**src/rtl/id_decode_stage.sv**
```systemverilog
// RV32I decode stage: combinational decode of the fetched word into a DEPTH-entry
// output queue with valid/ready on both sides. Define ID_DECODE_MEXT_EN to decode the M extension.
module id_decode_stage #(
  parameter int XLEN  = 32,
  parameter int DEPTH = 2
) (
  input  logic            clk,
  input  logic            rst,
  input  logic            flush,
  input  logic            in_valid,
  output logic            in_ready,
  input  logic [31:0]     inst,
  input  logic [XLEN-1:0] pc_in,
  output logic            out_valid,
  input  logic            out_ready,
  output logic [XLEN-1:0] pc_out,
  output logic [2:0]      inst_type,
  output logic [4:0]      alu_op,
  output logic [2:0]      src_tag,
  output logic [XLEN-1:0] imm,
  output logic [4:0]      rs1,
  output logic [4:0]      rs2,
  output logic [4:0]      rd,
  output logic [2:0]      funct3,
  output logic            reg_write,
  output logic            mem_read,
  output logic            mem_write,
  output logic            branch,
  output logic            jump,
  output logic            illegal
);

  localparam int AW = $clog2(DEPTH);
  localparam logic [AW:0] FULL_CNT = (AW+1)'(DEPTH);
  localparam logic [AW:0] CNT_ONE  = (AW+1)'(1);
  localparam logic [AW-1:0] PTR_ONE = AW'(1);

  localparam logic [6:0] OP_R      = 7'b0110011;
  localparam logic [6:0] OP_IMM    = 7'b0010011;
  localparam logic [6:0] OP_LOAD   = 7'b0000011;
  localparam logic [6:0] OP_STORE  = 7'b0100011;
  localparam logic [6:0] OP_BRANCH = 7'b1100011;
  localparam logic [6:0] OP_LUI    = 7'b0110111;
  localparam logic [6:0] OP_AUIPC  = 7'b0010111;
  localparam logic [6:0] OP_JAL    = 7'b1101111;
  localparam logic [6:0] OP_JALR   = 7'b1100111;

  localparam logic [2:0] T_R = 3'd0, T_I = 3'd1, T_S = 3'd2, T_B = 3'd3;
  localparam logic [2:0] T_U = 3'd4, T_J = 3'd5, T_ILL = 3'd7;

  localparam logic [4:0] ALU_ADD = 5'd1, ALU_SUB = 5'd2, ALU_SLL = 5'd3, ALU_SLT = 5'd4;
  localparam logic [4:0] ALU_SLTU = 5'd5, ALU_XOR = 5'd6, ALU_SRL = 5'd7, ALU_SRA = 5'd8;
  localparam logic [4:0] ALU_OR = 5'd9, ALU_AND = 5'd10;

  typedef struct packed {
    logic [XLEN-1:0] pc;
    logic [2:0]      inst_type;
    logic [4:0]      alu_op;
    logic [2:0]      src_tag;
    logic [XLEN-1:0] imm;
    logic [4:0]      rs1;
    logic [4:0]      rs2;
    logic [4:0]      rd;
    logic [2:0]      funct3;
    logic            reg_write;
    logic            mem_read;
    logic            mem_write;
    logic            branch;
    logic            jump;
    logic            illegal;
  } entry_t;

  function automatic logic [4:0] base_alu(input logic [2:0] f);
    case (f)
      3'b000:  return ALU_ADD;
      3'b001:  return ALU_SLL;
      3'b010:  return ALU_SLT;
      3'b011:  return ALU_SLTU;
      3'b100:  return ALU_XOR;
      3'b101:  return ALU_SRL;
      3'b110:  return ALU_OR;
      default: return ALU_AND;
    endcase
  endfunction

  function automatic logic [XLEN-1:0] sext(input logic [31:0] v);
    return XLEN'($signed(v));
  endfunction

  logic [6:0] opcode;
  logic [6:0] f7;
  logic [2:0] f3;
  logic [4:0] f_rs1, f_rs2, f_rd;
  logic [31:0] imm_i, imm_s, imm_b, imm_u, imm_j;

  assign opcode = inst[6:0];
  assign f_rd   = inst[11:7];
  assign f3     = inst[14:12];
  assign f_rs1  = inst[19:15];
  assign f_rs2  = inst[24:20];
  assign f7     = inst[31:25];

  assign imm_i = {{20{inst[31]}}, inst[31:20]};
  assign imm_s = {{20{inst[31]}}, inst[31:25], inst[11:7]};
  assign imm_b = {{19{inst[31]}}, inst[31], inst[7], inst[30:25], inst[11:8], 1'b0};
  assign imm_u = {inst[31:12], 12'b0};
  assign imm_j = {{11{inst[31]}}, inst[31], inst[19:12], inst[20], inst[30:21], 1'b0};

  entry_t dec;
  logic   bad;

  // Each format fills only the fields it uses; anything unrecognised collapses to a bare illegal entry.
  always_comb begin
    bad = 1'b0;
    dec = '0;
    dec.pc = pc_in;
    case (opcode)
      OP_R: begin
        dec.inst_type = T_R;
        dec.src_tag   = 3'b110;
        dec.rs1       = f_rs1;
        dec.rs2       = f_rs2;
        dec.rd        = f_rd;
        dec.funct3    = f3;
        dec.reg_write = 1'b1;
        case (f7)
          7'b0000000: dec.alu_op = base_alu(f3);
          7'b0100000: begin
            if (f3 == 3'b000)      dec.alu_op = ALU_SUB;
            else if (f3 == 3'b101) dec.alu_op = ALU_SRA;
            else                   bad = 1'b1;
          end
`ifdef ID_DECODE_MEXT_EN
          7'b0000001: dec.alu_op = {2'b10, f3};
`endif
          default: bad = 1'b1;
        endcase
      end
      OP_IMM: begin
        dec.inst_type = T_I;
        dec.src_tag   = 3'b011;
        dec.rs1       = f_rs1;
        dec.rd        = f_rd;
        dec.funct3    = f3;
        dec.imm       = sext(imm_i);
        dec.reg_write = 1'b1;
        dec.alu_op    = base_alu(f3);
        if (f3 == 3'b001 && f7 != 7'b0000000) bad = 1'b1;
        if (f3 == 3'b101) begin
          if (f7 == 7'b0100000)      dec.alu_op = ALU_SRA;
          else if (f7 != 7'b0000000) bad = 1'b1;
        end
      end
      OP_LOAD: begin
        dec.inst_type = T_I;
        dec.alu_op    = ALU_ADD;
        dec.src_tag   = 3'b011;
        dec.rs1       = f_rs1;
        dec.rd        = f_rd;
        dec.funct3    = f3;
        dec.imm       = sext(imm_i);
        dec.mem_read  = 1'b1;
        dec.reg_write = 1'b1;
      end
      OP_STORE: begin
        dec.inst_type = T_S;
        dec.alu_op    = ALU_ADD;
        dec.src_tag   = 3'b111;
        dec.rs1       = f_rs1;
        dec.rs2       = f_rs2;
        dec.funct3    = f3;
        dec.imm       = sext(imm_s);
        dec.mem_write = 1'b1;
      end
      OP_BRANCH: begin
        dec.inst_type = T_B;
        dec.alu_op    = ALU_SUB;
        dec.src_tag   = 3'b110;
        dec.rs1       = f_rs1;
        dec.rs2       = f_rs2;
        dec.funct3    = f3;
        dec.imm       = sext(imm_b);
        dec.branch    = 1'b1;
        if (f3 == 3'b010 || f3 == 3'b011) bad = 1'b1;
      end
      OP_LUI, OP_AUIPC: begin
        dec.inst_type = T_U;
        dec.alu_op    = ALU_ADD;
        dec.src_tag   = 3'b001;
        dec.rd        = f_rd;
        dec.imm       = sext(imm_u);
        dec.reg_write = 1'b1;
      end
      OP_JAL: begin
        dec.inst_type = T_J;
        dec.alu_op    = ALU_ADD;
        dec.src_tag   = 3'b001;
        dec.rd        = f_rd;
        dec.imm       = sext(imm_j);
        dec.jump      = 1'b1;
        dec.reg_write = 1'b1;
      end
      OP_JALR: begin
        dec.inst_type = T_I;
        dec.alu_op    = ALU_ADD;
        dec.src_tag   = 3'b011;
        dec.rs1       = f_rs1;
        dec.rd        = f_rd;
        dec.funct3    = f3;
        dec.imm       = sext(imm_i);
        dec.jump      = 1'b1;
        dec.reg_write = 1'b1;
      end
      default: bad = 1'b1;
    endcase
    if (bad) begin
      dec = '0;
      dec.pc        = pc_in;
      dec.inst_type = T_ILL;
      dec.illegal   = 1'b1;
    end
    if (dec.rd == 5'd0) dec.reg_write = 1'b0;
  end

  entry_t          mem [DEPTH];
  logic [AW-1:0]   wr_ptr, rd_ptr;
  logic [AW:0]     count, count_next;
  logic            in_ready_q;
  logic            push, pop;

  assign in_ready  = in_ready_q;
  assign out_valid = (count != '0);
  assign push      = in_valid && in_ready_q;
  assign pop       = out_valid && out_ready;

  always_comb begin
    count_next = count;
    if (push && !pop)      count_next = count + CNT_ONE;
    else if (!push && pop) count_next = count - CNT_ONE;
  end

  // in_ready is registered from the next count so out_ready never reaches it combinationally.
  always_ff @(posedge clk or negedge rst) begin
    if (!rst) begin
      for (int i = 0; i < DEPTH; i++) mem[i] <= '0;
      wr_ptr     <= '0;
      rd_ptr     <= '0;
      count      <= '0;
      in_ready_q <= 1'b1;
    end else if (flush) begin
      wr_ptr     <= '0;
      rd_ptr     <= '0;
      count      <= '0;
      in_ready_q <= 1'b1;
    end else begin
      if (push) begin
        mem[wr_ptr] <= dec;
        wr_ptr      <= wr_ptr + PTR_ONE;
      end
      if (pop) rd_ptr <= rd_ptr + PTR_ONE;
      count      <= count_next;
      in_ready_q <= (count_next != FULL_CNT);
    end
  end

  entry_t head;
  assign head      = mem[rd_ptr];
  assign pc_out    = head.pc;
  assign inst_type = head.inst_type;
  assign alu_op    = head.alu_op;
  assign src_tag   = head.src_tag;
  assign imm       = head.imm;
  assign rs1       = head.rs1;
  assign rs2       = head.rs2;
  assign rd        = head.rd;
  assign funct3    = head.funct3;
  assign reg_write = head.reg_write;
  assign mem_read  = head.mem_read;
  assign mem_write = head.mem_write;
  assign branch    = head.branch;
  assign jump      = head.jump;
  assign illegal   = head.illegal;

endmodule

```
**config.mk**
```make
export PLATFORM = sky130hd
export DESIGN_NAME = id_decode_stage
export DESIGN_NICKNAME = d
export VERILOG_FILES = /design/src/rtl/id_decode_stage.sv
export SDC_FILE = /design/constraint.sdc
export NUM_CORES = 1
export LEC_CHECK = 0
export ABC_AREA = 1
export CORE_UTILIZATION = 30
export CTS_BUF_LIST = sky130_fd_sc_hd__clkbuf_8 sky130_fd_sc_hd__clkbuf_16
export DETAILED_ROUTE_END_ITERATION = 7
export HOLD_SLACK_MARGIN = 0.1
export SLEW_MARGIN = 20
export SYNTH_ARGS = -nofsm -noshare
export SYNTH_HDL_FRONTEND = slang
export SYNTH_SLANG_ARGS = --single-unit
```
**constraint.sdc**
```tcl
create_clock -name clk -period 4.1 [get_ports clk]
set_input_delay 0.615 -clock clk [delete_from_list [all_inputs] [get_ports clk]]
set_output_delay 0.615 -clock clk [all_outputs]
set_load 0.01 [all_outputs]
```
==> results.txt <==
Status - finished, final reports clean
Worst hold slack - 195 ps
Ys Warns - 0
Share of cells above drive strength 1 - 5.38%
Number of flops mapped to enable cells by yosys - 0
Commonest non-fill, non-tap cells in the layout - nand2_1 (570), dfrtp_1 (199), clkdlybuf4s50_1 (167), o21ai_0 (139), inv_1 (102)
Crit Path Class - reg -> out
Core area - 31600 um2
Synth area leader - dfrtp_1
Cts bufs inserted - 25
Async S/R FF share, synth - 100%
Row count - 65
Root buffer cell - clkbuf_16
Largest family of logic cells by synthesized area - simple AND/OR/NAND/NOR gates
Die H - 181 um
Pwr dens - 531 nW/um2
Gp weighted congestion - 0.868
Antenna-violating nets left - 0
GRT Total Usage - 17.0%
Die area - 32900 um2
IO Pins - 170
Post-Route Setup TNS - 0 ps
H-tree Lvls - 1
Vias - 8845
Synthesized-area fraction occupied by adder cells - 0.130%
Post-DP HPWL - 18.4 mm
Critical Path AT - 2620 ps
# diodes - 0
Count of different cell masters after synthesis - 31
Fmax - 310 MHz
Post-synthesis mux area share - 0%
Die width - 181 um
Post-Place Cells - 1808
Drt drc - 0
Syn_nets - 1372
Most common cell after layout, fill and taps aside - nand2_1
Min-Delay Path Class - in -> async
Max cap viols - 0
CTS tree - built
Final Skew - 18.9 ps
Number of global-route vias before repair - 8330
Final wirelength - 28.2 mm
Setup Viol. Count Final - 0
Worst-margin pin slew - 876 ps
Worst rel slew slack - 41.6%
Worst skew pair latency - 520 ps
Synth Area in XOR/XNOR - 0.0908%
1st-pass router iterations - 5
RSZ-0062 raised after global routing - no
Cts repair resizes - 0
Simple-gate share of the synthesized area - 29.5%
Area Growth Syn to Fin - 29.6%
Critical Path Fanout Max - 89
Clock-pin transition on the worst setup and hold timing paths - 60 ps
Wirelength per Cell - 15.2 um
CP Data Required Time - 3480 ps
Yosys top cell area share - 51.9%
Compound-Gate Fraction of Synth Area - 10.5%
GRT overflow - 0
Crit path capture type - output pin
Setup repair bufs after CTS - 0
CP startpoint kind - register
Starting Density - 30.6%
Post-synthesis sequential area ratio - 52.2%
Gate Count Post-Synth - 1302
Cell Count, Final, Fillers Out - 1853
Max Root-Sink Buffers - 3
Port bufs - 168
Largest net degree at the start of global routing - 104
Fin nets - 1503
Avg Cell Area, Syn - 7.41 um2
Minimum clock period - 3230 ps
Total power - 6.64 mW
Vias/cell - 4.77
Crit share post-route - 78.8%
Final hold vios - 0
Post-synth top flop - dfrtp_1
TritonCTS Sinks - 201
Synthesis-stage register bit count - 201
Pleak - 6.21 nW
First DRT Iteration DRCs - 764
Mapped Area - 9640 um2
Synth top area cells - dfrtp_1 (52%), nand2_1 (22%), o21ai_0 (7.2%)
First-pass GRT wire length - 45.0 mm
Hold buffers post-CTS - 0
Max-slew violations - 0
Max IR drop VDD - 0.000283 V
Initial antenna violation count - 0
-- state kept, by name, indices dropped and copies added (netlist names) --
register  flops
count         2
in_ready      1
mem         196
rd_ptr        1
wr_ptr        1
-- power breakdown --
part	switching (mW)	internal, mW	total, mW	leakage [nW]
combinational	1.03	0.790	1.82	3.12
clock	0.864	1.33	2.19	0.419
sequential	0.233	2.39	2.62	2.68
total	2.13	4.51	6.64	6.21
-- worst paths after layout --
path / slack, ps / cells after the start / start / end
worst max-delay path: 870 / 3 / rd_ptr / rs1[4]
worst min register to register: 480 / 2 / mem[23] / mem[23]
worst min-delay path: 200 / 1 / rst / mem[174]
max in group asynchronous: 2970 / 2 / rst / mem[12]
worst max register to register: 1920 / 6 / in_ready / mem[158]
min in group clk: 480 / 2 / mem[23] / mem[23]
-- worst max-delay path, stage by stage, from the launching register on --
cell and delay [ps]:
dfrtp_4 660, buf_12 300, o21ai_0 440, clkdlybuf4s50_1 650
-- cell usage after synthesis, types with 2 or more instances --
cell type	n
buf_2	9
nand4_1	2
clkbuf_1	60
nor2_1	49
a21oi_1	10
buf_1	5
inv_1	102
nor3_1	4
dfrtp_1	200
nand3_1	87
buf_4	3
nor2_2	5
inv_2	7
nand2_1	570
o311ai_0	2
o21ai_0	139
o211ai_1	8
o22ai_1	5
o21ai_1	22
a31oi_1	2
-- cell families (layout without fill, tap and decap cells) --
logic type                 Yosys count  count (layout)
buffers and inverters              188             337
DFF                                201             201
AOI/OAI and AO/OA                  191             191
xor gates and xnor gates             1               1
and+or+nand+nor                    719             719
other                                1               1
adders and majority gates            1               1
-- metrics by stage --
step                utilization, %  setup slack, ps  instance area (um2)
floorplan                        -             2140                 9640
global placement              37.0             1010                11700
detailed placement            37.0              946                11700
CTS                           39.6              822                12500
global route                  39.6              687                12500
finish                        39.6              870                12500
-- metal layers --
metal | share of wire (%) | wire length, um | vias up | global-route usage, %
li1 | - | - | 4334 | -
met1 | 48 | 13500 | 4159 | 24.3
met4 | 2.0 | 552 | 0 | 4.31
met5 | 0 | 0 | - | 0
met3 | 6.9 | 1940 | 43 | 3.04
met2 | 43 | 12300 | 309 | 26.3
-- layout make-up --
class | count | area [um2]
Clock buffer | 30 | 694
Clock inverter | 15 | 135
Fill cell | 3289 | 19100
Inverter | 110 | 417
Multi-Input combinational cell | 913 | 3880
Sequential cell | 201 | 5030
Tap cell | 402 | 503
Timing Repair Buffer | 182 | 1830
(Power assumes the default switching activity.)
